[src/rtl/sprite_palette_pkg.sv]
// Shared types and helpers for the sprite palette unit.
// grey_ramp gives the power-on contents of every palette entry.
package sprite_palette_pkg;

    localparam int FLASH_CNT_W = 8;
    localparam int DEF_CHAN_W  = 4;

    typedef struct packed {
        logic [DEF_CHAN_W-1:0] red;
        logic [DEF_CHAN_W-1:0] green;
        logic [DEF_CHAN_W-1:0] blue;
    } rgb_t;

    function automatic int grey_ramp(input int i, input int index_w, input int chan_w);
        return (i * ((1 << chan_w) - 1)) / ((1 << index_w) - 1);
    endfunction

endpackage

[src/rtl/sprite_palette_unit_if.sv]
// Lookup request/response and palette write bus of the sprite palette unit.
// The renderer side is the master, the palette unit the slave.
interface sprite_palette_unit_if #(
    parameter int INDEX_W = 4,
    parameter int CHAN_W  = 4
);
    logic                  in_valid;
    logic [3:0]            in_pal_sel;
    logic [INDEX_W-1:0]    in_index;

    logic                  out_valid;
    logic [CHAN_W-1:0]     out_red;
    logic [CHAN_W-1:0]     out_green;
    logic [CHAN_W-1:0]     out_blue;
    logic                  out_transparent;

    logic                  wr_en;
    logic [3:0]            wr_pal;
    logic [INDEX_W-1:0]    wr_index;
    logic [3*CHAN_W-1:0]   wr_rgb;

    modport master (
        output in_valid, in_pal_sel, in_index,
        output wr_en, wr_pal, wr_index, wr_rgb,
        input  out_valid, out_red, out_green, out_blue, out_transparent
    );

    modport slave (
        input  in_valid, in_pal_sel, in_index,
        input  wr_en, wr_pal, wr_index, wr_rgb,
        output out_valid, out_red, out_green, out_blue, out_transparent
    );
endinterface

[src/rtl/palette_flash_ctrl.sv]
// Frame-counted damage-flash counter; flash is shown on odd counts.
module palette_flash_ctrl
    import sprite_palette_pkg::*;
#(
    parameter int FLASH_FRAMES = 8
) (
    input  logic clk,
    input  logic reset_n,
    input  logic frame_start,
    input  logic flash_trigger,
    output logic flash_on,
    output logic flash_active
);

    logic [FLASH_CNT_W-1:0] cnt_q, cnt_d;
    logic                   flash_active_q, flash_active_d;

    // A trigger always wins over a frame tick, and restarts an active flash.
    always_comb begin
        cnt_d = cnt_q;
        if (flash_trigger) begin
            cnt_d = FLASH_CNT_W'(FLASH_FRAMES);
        end else if (frame_start && (cnt_q != '0)) begin
            cnt_d = cnt_q - FLASH_CNT_W'(1);
        end
        flash_active_d = (cnt_d != '0);
    end

    always_ff @(posedge clk or negedge reset_n) begin
        if (!reset_n) begin
            cnt_q          <= '0;
            flash_active_q <= 1'b0;
        end else begin
            cnt_q          <= cnt_d;
            flash_active_q <= flash_active_d;
        end
    end

    assign flash_on     = (cnt_q != '0) && cnt_q[0];
    assign flash_active = flash_active_q;

endmodule

[src/rtl/sprite_palette_unit.sv]
// Two-stage runtime-programmable palette lookup with transparency flag
// and damage-flash override.
module sprite_palette_unit
    import sprite_palette_pkg::*;
#(
    parameter int                  INDEX_W         = 4,
    parameter int                  CHAN_W          = 4,
    parameter int                  NUM_PALETTES    = 4,
    parameter int                  TRANSPARENT_IDX = 0,
    parameter int                  FLASH_FRAMES    = 8,
    parameter logic [3*CHAN_W-1:0] FLASH_RGB       = '1
) (
    input  logic                 clk,
    input  logic                 reset_n,
    sprite_palette_unit_if.slave bus,
    input  logic                 frame_start,
    input  logic                 flash_trigger,
    output logic                 flash_active
);

    localparam int         ENTRIES  = 1 << INDEX_W;
    localparam logic [4:0] NUM_PAL5 = 5'(NUM_PALETTES);

    typedef logic [3*CHAN_W-1:0] entry_t;

    entry_t     pal_q [NUM_PALETTES][ENTRIES];
    entry_t     pal_d [NUM_PALETTES][ENTRIES];
    logic       wr_hit;
    logic [3:0] rd_pal;
    entry_t     rd_rgb;
    logic       flash_on;

    logic   s1_valid_q, s1_valid_d;
    logic   s1_transparent_q, s1_transparent_d;
    logic   s1_flash_on_q, s1_flash_on_d;
    entry_t s1_rgb_q, s1_rgb_d;

    logic   out_valid_q, out_valid_d;
    logic   out_transparent_q, out_transparent_d;
    entry_t out_rgb_q, out_rgb_d;

    palette_flash_ctrl #(.FLASH_FRAMES(FLASH_FRAMES)) u_flash (
        .clk          (clk),
        .reset_n      (reset_n),
        .frame_start  (frame_start),
        .flash_trigger(flash_trigger),
        .flash_on     (flash_on),
        .flash_active (flash_active)
    );

    always_comb begin
        pal_d  = pal_q;
        wr_hit = bus.wr_en && ({1'b0, bus.wr_pal} < NUM_PAL5);
        for (int p = 0; p < NUM_PALETTES; p++) begin
            for (int e = 0; e < ENTRIES; e++) begin
                if (wr_hit && (bus.wr_pal == 4'(p)) && (bus.wr_index == INDEX_W'(e))) begin
                    pal_d[p][e] = bus.wr_rgb;
                end
            end
        end
    end

    // Reads see pal_q, so a same-cycle write to the same entry returns the old value.
    always_comb begin
        rd_pal = ({1'b0, bus.in_pal_sel} < NUM_PAL5) ? bus.in_pal_sel : 4'd0;
        rd_rgb = '0;
        for (int p = 0; p < NUM_PALETTES; p++) begin
            for (int e = 0; e < ENTRIES; e++) begin
                if ((rd_pal == 4'(p)) && (bus.in_index == INDEX_W'(e))) begin
                    rd_rgb = pal_q[p][e];
                end
            end
        end
    end

    always_comb begin
        s1_valid_d       = bus.in_valid;
        s1_transparent_d = (bus.in_index == INDEX_W'(TRANSPARENT_IDX));
        s1_flash_on_d    = flash_on;
        s1_rgb_d         = rd_rgb;

        out_valid_d       = s1_valid_q;
        out_transparent_d = out_transparent_q;
        out_rgb_d         = out_rgb_q;
        if (s1_valid_q) begin
            out_transparent_d = s1_transparent_q;
            out_rgb_d = (s1_flash_on_q && !s1_transparent_q) ? FLASH_RGB : s1_rgb_q;
        end
    end

    always_ff @(posedge clk or negedge reset_n) begin
        if (!reset_n) begin
            for (int p = 0; p < NUM_PALETTES; p++) begin
                for (int e = 0; e < ENTRIES; e++) begin
                    pal_q[p][e] <= {3{CHAN_W'(grey_ramp(e, INDEX_W, CHAN_W))}};
                end
            end
            s1_valid_q        <= 1'b0;
            s1_transparent_q  <= 1'b0;
            s1_flash_on_q     <= 1'b0;
            s1_rgb_q          <= '0;
            out_valid_q       <= 1'b0;
            out_transparent_q <= 1'b0;
            out_rgb_q         <= '0;
        end else begin
            pal_q             <= pal_d;
            s1_valid_q        <= s1_valid_d;
            s1_transparent_q  <= s1_transparent_d;
            s1_flash_on_q     <= s1_flash_on_d;
            s1_rgb_q          <= s1_rgb_d;
            out_valid_q       <= out_valid_d;
            out_transparent_q <= out_transparent_d;
            out_rgb_q         <= out_rgb_d;
        end
    end

    assign bus.out_valid       = out_valid_q;
    assign bus.out_transparent = out_transparent_q;
    assign bus.out_red         = out_rgb_q[3*CHAN_W-1:2*CHAN_W];
    assign bus.out_green       = out_rgb_q[2*CHAN_W-1:CHAN_W];
    assign bus.out_blue        = out_rgb_q[CHAN_W-1:0];

endmodule

[src/flat_wrapper.sv]
// flat-port wrapper written by rule: the top's interface ports become plain ports
module sprite_palette_unit_flat import sprite_palette_pkg::*;
#(
    parameter int                  INDEX_W         = 4,
    parameter int                  CHAN_W          = 4,
    parameter int                  NUM_PALETTES    = 4,
    parameter int                  TRANSPARENT_IDX = 0,
    parameter int                  FLASH_FRAMES    = 8,
    parameter logic [3*CHAN_W-1:0] FLASH_RGB       = '1
)
  (clk, reset_n, frame_start, flash_trigger, flash_active, bus_in_valid, bus_in_pal_sel, bus_in_index, bus_wr_en, bus_wr_pal, bus_wr_index, bus_wr_rgb, bus_out_valid, bus_out_red, bus_out_green, bus_out_blue, bus_out_transparent);
  sprite_palette_unit_if #(.INDEX_W(INDEX_W), .CHAN_W(CHAN_W)) bus_i ();
  input  logic clk;
  input  logic reset_n;
  input  logic frame_start;
  input  logic flash_trigger;
  output logic flash_active;
  input wire logic [$bits(bus_i.in_valid)-1:0] bus_in_valid;
  input wire logic [$bits(bus_i.in_pal_sel)-1:0] bus_in_pal_sel;
  input wire logic [$bits(bus_i.in_index)-1:0] bus_in_index;
  input wire logic [$bits(bus_i.wr_en)-1:0] bus_wr_en;
  input wire logic [$bits(bus_i.wr_pal)-1:0] bus_wr_pal;
  input wire logic [$bits(bus_i.wr_index)-1:0] bus_wr_index;
  input wire logic [$bits(bus_i.wr_rgb)-1:0] bus_wr_rgb;
  output wire logic [$bits(bus_i.out_valid)-1:0] bus_out_valid;
  output wire logic [$bits(bus_i.out_red)-1:0] bus_out_red;
  output wire logic [$bits(bus_i.out_green)-1:0] bus_out_green;
  output wire logic [$bits(bus_i.out_blue)-1:0] bus_out_blue;
  output wire logic [$bits(bus_i.out_transparent)-1:0] bus_out_transparent;
  assign bus_i.in_valid = bus_in_valid;
  assign bus_i.in_pal_sel = bus_in_pal_sel;
  assign bus_i.in_index = bus_in_index;
  assign bus_i.wr_en = bus_wr_en;
  assign bus_i.wr_pal = bus_wr_pal;
  assign bus_i.wr_index = bus_wr_index;
  assign bus_i.wr_rgb = bus_wr_rgb;
  assign bus_out_valid = bus_i.out_valid;
  assign bus_out_red = bus_i.out_red;
  assign bus_out_green = bus_i.out_green;
  assign bus_out_blue = bus_i.out_blue;
  assign bus_out_transparent = bus_i.out_transparent;
  sprite_palette_unit #(.INDEX_W(INDEX_W), .CHAN_W(CHAN_W), .NUM_PALETTES(NUM_PALETTES), .TRANSPARENT_IDX(TRANSPARENT_IDX), .FLASH_FRAMES(FLASH_FRAMES), .FLASH_RGB(FLASH_RGB)) u_core (.clk(clk), .reset_n(reset_n), .bus(bus_i), .frame_start(frame_start), .flash_trigger(flash_trigger), .flash_active(flash_active));
endmodule
[config.mk]
export PLATFORM = sky130hd
export DESIGN_NAME = sprite_palette_unit_flat
export DESIGN_NICKNAME = d
export VERILOG_FILES = /design/src/rtl/sprite_palette_pkg.sv /design/src/rtl/sprite_palette_unit_if.sv /design/src/rtl/palette_flash_ctrl.sv /design/src/rtl/sprite_palette_unit.sv /design/src/flat_wrapper.sv
export SDC_FILE = /design/constraint.sdc
export NUM_CORES = 1
export LEC_CHECK = 0
export ABC_AREA = 1
export CORE_MARGIN = 2
export CORE_UTILIZATION = 51
export DETAILED_ROUTE_END_ITERATION = 10
export PLACE_DENSITY = 0.76
export SKIP_LAST_GASP = 1
export SYNTH_ARGS = -nofsm -noshare
export SYNTH_HDL_FRONTEND = slang
export SYNTH_HIERARCHICAL = 1
export SYNTH_SLANG_ARGS = --single-unit
[constraint.sdc]
create_clock -name clk -period 6.2 [get_ports clk]
set_input_delay 1.55 -clock clk [delete_from_list [all_inputs] [get_ports clk]]
set_output_delay 1.55 -clock clk [all_outputs]
set_load 0.005 [all_outputs]
======== After elaboration in Yosys (flattened, before gate mapping) ========
Index checks and enable logic that the tools add are counted.
cells by class
  add/subtract/negate cells ............... 1
  magnitude comparators ................... 2
  eq/ne operators ......................... 36
  multiplexer cells ....................... 68
  reductions and logical operators ........ 143
operator list
  kind                 count
  $mux 12              65
  $logic_and 1x1->1    136
  $eq 4x4->1 const B   16
  $eq 4x2->1 const B   8
  $eq 4x3->1 const B   8
  $eq 4x1->1 const B   4
  $logic_not 4->1      4
  $mux 8               2
  $reduce_bool 8->1    2
  $lt 4x3->1 const B   2
  $sub 8x1->8 const B  1
  $mux 4               1
  $logic_not 1->1      1
storage, ports and cells
  register bits after elaboration ......... 806
  input bits .............................. 34
  output and inout bits ................... 15
  word-level logic and storage cells ...... 323

======== Longest topological paths before layout ========
  word-level depth ........................ 68
  mapped depth ............................ 42
  mapped depth without buffers ............ 41

======== Modules after synthesis ========
Netlist, hierarchy kept.
by module, submodules not included
  module               instances  cells an instance  area an instance (um^2)  sequential area each (um^2)
  sprite_palette_unit  1          4234               35241.3                  20424.6
  palette_flash_ctrl   1          92                 644.4                    225.2

======== Least setup slack after synthesis ========
No wires, ideal clock.
  path kind ............................... input-to-reg
  start point ............................. input port bus_in_pal_sel[2]
  end point ............................... register u_core.s1_rgb_q[8]
  library setup time ...................... 0.117 ns
  data arrival time ....................... 4.341 ns
  required time ........................... 6.083 ns
  path slack .............................. 1.742 ns
  cell stages on the path ................. 39
  path buffers ............................ 1
  path through ............................ nor2_4 o21ai_4 nand2_2 inv_2 buf_6 nor2_2 nand3_1 nand2_1 nand4_1 nor2_1 nand4_1 nor2_1 nand4_1 nor2_1 nand4_1 nor2_1 nand4_1 nor2_1 [3 not listed] nand2_1 nand3_1 nand2_1 nand4_1 nor2_1 nand4_1 nor2_1 nand4_1 nor2_1 nand4_1 nor2_1 nand3_1 nand2_1 nand3_1 nand2_1 nand4_1 nand2_1 nand2_1
between the ends
  cells in the longest elaborated chain, start to end .. 68
  elaborated cells on any way between the ends .. 134
  those cells by class .................... order compare: 1; eq/ne: 3; mux: 65; reduce/logical: 65
ends and longest elaborated chain
  item                   RTL line                    RTL
  start, declared        flat_wrapper.sv:19          input wire logic [$bits(bus_i.in_pal_sel)-1:0] bus_in_pal_sel;
  $lt 4x3->1             sprite_palette_unit.sv:65   rd_pal = ({1'b0, bus.in_pal_sel} < NUM_PAL5) ? bus.in_pal_sel : 4'd0;
  $mux 4 *               sprite_palette_unit.sv:65
  $logic_not 4->1        sprite_palette_unit.sv:69   if ((rd_pal == 4'(p)) && (bus.in_index == INDEX_W'(e))) begin
  $logic_and 1x1->1      sprite_palette_unit.sv:69
  $mux 12 (63 in a row)  sprite_palette_unit.sv:69
  $mux 12 *              sprite_palette_unit.sv:69
  via u_core.rd_rgb[8]   sprite_palette_unit.sv:30   entry_t rd_rgb;
  end signal, assigned   sprite_palette_unit.sv:110  s1_rgb_q <= s1_rgb_d;
  end, declared          sprite_palette_unit.sv:36   entry_t s1_rgb_q, s1_rgb_d;
The timed path passes the listed nets; every way through them passes the cells marked *.
A chain may end at the register's enable or synchronous reset.

======== Final worst setup path ========
  start point ............................. input port bus_in_pal_sel[3]
  end point ............................... register u_core.s1_rgb_q[1]
The elaborated chain is that of the path after synthesis.

==> summary.md <==
| Metric | Value |
|---|---|
| Vias in the first global route | 28600 |
| Slowest-stage cell, CP | buf_4 |
| Static Leakage | 0.0169 µW |
| Unrepaired setup endpoints after global routing | no |
| Total Wirelength | 95800 µm |
| Rows | 97 |
| Area Overhead vs Synth | 12.8% |
| Mapped Cells | 4326 |
| Synth top area share | between 20% and 30% |
| Port buffer count | 48 |
| Synth cell types | 34 |
| Worst endpoint required time | 6.73 ns |
| Core Region | around 70000 µm² |
| Setup WS pre-CTS | -0.199 ns |
| Maximum Capacitance Violations | 0 |
| Hpwl dp | 61300 µm |
| Root Buffer | clkbuf_16 |
| Final Hold Fails | 0 |
| Critical path class | in2reg |
| Worst-path maximum fanout | 8 |
| Async SR Flop Fraction | 100% |
| Synth area leaders | dfrtp_1 (29%), dfstp_2 (28%), nand2_1 (15%) |
| CTS buffer count | between 80 and 90 |
| Die Y | 269 µm |
| DR iter-0 viols | about 3400 |
| Pwr Total | 11700 µW |
| Post-route cell area | 40500 µm² |
| Max incr delay on CP | 0.16 ns |
| Post-DRT Antenna Nets | 0 |
| Post-route DRC | 0 |
| Ys Warns | 6 |
| # diodes | 0 |
| Initial antenna violation count | 0 |
| Data arrival, critical path | 6.06 ns |
| CP most frequent cell | nand4_1 |
| Clock buffer depth | 3 |
| Sequential fraction of the synthesis area | between 50% and 60% |
| Peak supply drop | 0.000241 V |
| Total gr overflow | 0 |
| Final max-slew violation count | 0 |
| Power Density | 290 nW/µm² |
| Post-CTS Hold Fix Bufs | 0 |
| Syn Nets | 4362 |
| Share of cells above drive strength 1 | between 15 and 20% |
| Clock slew at reported path FFs | 0.06 ns |
| Largest net degree at the start of global routing | 125 |
| FMAX | 181 MHz |
| Gpl congestion | 0.956 |
| Clock sinks | 806 |
| Drt wl/cell | 17.9 µm |
| Initial core utilization | 51.3% |
| GRT Total Usage | between 20% and 30% |
| Die ar. | 72500 µm² |
| Post-synth top area cell | dfrtp_1 |
| I/O Pins | 49 |
| Mapped Area | 35900 µm² |
| Routed vias | about 29000 |
| Skew-Pair Late Insertion Delay | 0.66 ns |
| # fillers | between 6000 and 7000 |
| First-pass GRT wire length | 155000 µm |
| Placement-stage cell area | 37600 µm² |
| Most frequent cell after synthesis | nand2_1 |
| Final hold slack | 0.480 ns |
| Top delay family on crit path | simple AND/OR/NAND/NOR gates |
| Final setup vio count | 0 |
| Vias per inst | 5.50 |
| Min setup slack post-route | 0.671 ns |
| Period Utilization, post-route | 89.2% |
| Crit start category | primary input |
| Worst-case clock skew | ~0.033 ns |
| Crit. End Element | flop |
| Syn_area_per_cell | 8.30 µm² |
| Hold Crit Class | reg2reg |
| Total negative slack | 0 ns |
| CTS tree | built |
| Number of synthesized flops with an enable pin | 0 |
| Chip Width | ~270 µm |
| Htree depth | 3 |
| Setup slack, reg-to-reg | 1.83 ns |
| Synth Register Bits | around 810 |
| Pre-antenna DRT Iters | 6 |
| Relative slew margins | 18.2% |
| Status | finished clean |
| Clock period minus worst slack | 5.53 ns |
| Ys flop type | dfrtp_1 |
| Bufs and invs on worst path | 3 |
| Worst slew pin tran | between 1 and 1.5 ns |
| Post-synth top cells | nand2_1 (1451), o21ai_0 (691), dfrtp_1 (422) |
| Final Net Count | between 4000 and 5000 |
==> sequential cells by signal, indices dropped and copies added, names as in the netlist <==
signal,count
u_core/s1_transparent_q,1
u_core/u_flash/flash_active,1
u_core/out_valid_d,1
u_core/pal_q,768
u_core/bus.out_transparent,1
u_core/out_rgb_q,12
u_core/bus.out_valid,1
u_core/s1_flash_on_q,1
u_core/s1_rgb_q,12
u_core/u_flash/cnt_q,8
==> placed cells by master, fill, tap and decap left out, types with 12 or more instances in the layout <==
| cell | instances |
|---|---|
| buf_4 | 134 |
| a21oi_1 | 177 |
| inv_1 | 233 |
| inv_2 | 27 |
| nor2_1 | 362 |
| dfstp_2 | 384 |
| clkbuf_16 | 84 |
| dfrtp_1 | 422 |
| or2_2 | 43 |
| nand4_1 | 148 |
| clkbuf_1 | 31 |
| o21ai_0 | 691 |
| clkbuf_8 | 17 |
| nand2_1 | 1447 |
| clkdlybuf4s50_1 | 39 |
| nand3_1 | 60 |
| a31oi_1 | 12 |
==> cell type report <==
cell class	instances	area, µm²	area share (%)
sequential	806	20600	51.0
clock buffer	132	2450	6.06
timing repair buffer	190	1670	4.13
clock inverter	23	345	0.853
tap	940	1180	2.90
multi-input combinational	3002	13200	32.6
inverter	262	983	2.43
==> tightest hold or removal path, stage by stage (launching register included) <==
cell and delay, ns:
dfrtp_1 0.34, nand2_1 0.05, o21ai_0 0.06
==> final timing paths <==
kind | startpoint | endpoint | depth (start not counted)
min in group asynchronous | reset_n | u_core/pal_q[726]$_DFFE_PN0P_ | 1
worst max-delay path | bus_in_pal_sel[3] | u_core/s1_rgb_q[1]$_DFF_PN0_ | 40
worst min-delay path | u_core/pal_q[221]$_DFFE_PN0P_ | u_core/pal_q[221]$_DFFE_PN0P_ | 2
worst max register to register | u_core/pal_q[764]$_DFFE_PN0P_ | u_core/s1_rgb_q[8]$_DFF_PN0_ | 36
worst min register to register | u_core/pal_q[221]$_DFFE_PN0P_ | u_core/pal_q[221]$_DFFE_PN0P_ | 2
max in group asynchronous | reset_n | u_core/pal_q[274]$_DFFE_PN0P_ | 2
==> metal layers <==
layer,routed length [µm],track usage [%],part of all wire [%],up-vias
met5,0,0,0,-
met4,2700,9.05,2.8,0
met3,7120,4.43,7.4,210
met2,44600,42.0,47,1076
met1,41400,37.0,43,14300
li1,-,-,-,13900
==> per-stage QoR <==
stage / utilization (%) / std cells
after floorplan: - / 4326
after global placement: 53.8 / 5198
final: 57.9 / 5355
after detailed placement: 53.8 / 5198
after CTS: 57.8 / 5353
after global routing: 57.9 / 5355
==> where the power goes <==
group          leakage (µW)  internal [µW]  total (µW)  switching, µW
Clock               0.00137           2980        5110           2130
Combinational       0.00591            270         814            544
Sequential          0.00967           5650        5820            162
Total                0.0169           8910       11700           2840
==> what timing repair did <==
| action | 4_1_cts | 5_1_grt |
|---|---|---|
| setup buffers | 0 | 2 |
| setup endpoints to repair | 0 | 5 |
| gates resized for setup | 0 | 20 |
==> cell families after synthesis <==
| kind of cell | count (synthesis) | synth area share, % |
|---|---|---|
| AO/OA/AOI/OAI | 884 | 12.4 |
| XOR/XNOR | 3 | 0.0732 |
| adder cells (fa/ha/maj) | 2 | 0.0697 |
| buffers and inverters | 518 | 5.86 |
| flip-flops | 806 | 57.5 |
| AND/OR/NAND/NOR | 2113 | 24.0 |
(Power assumes the default switching activity.)
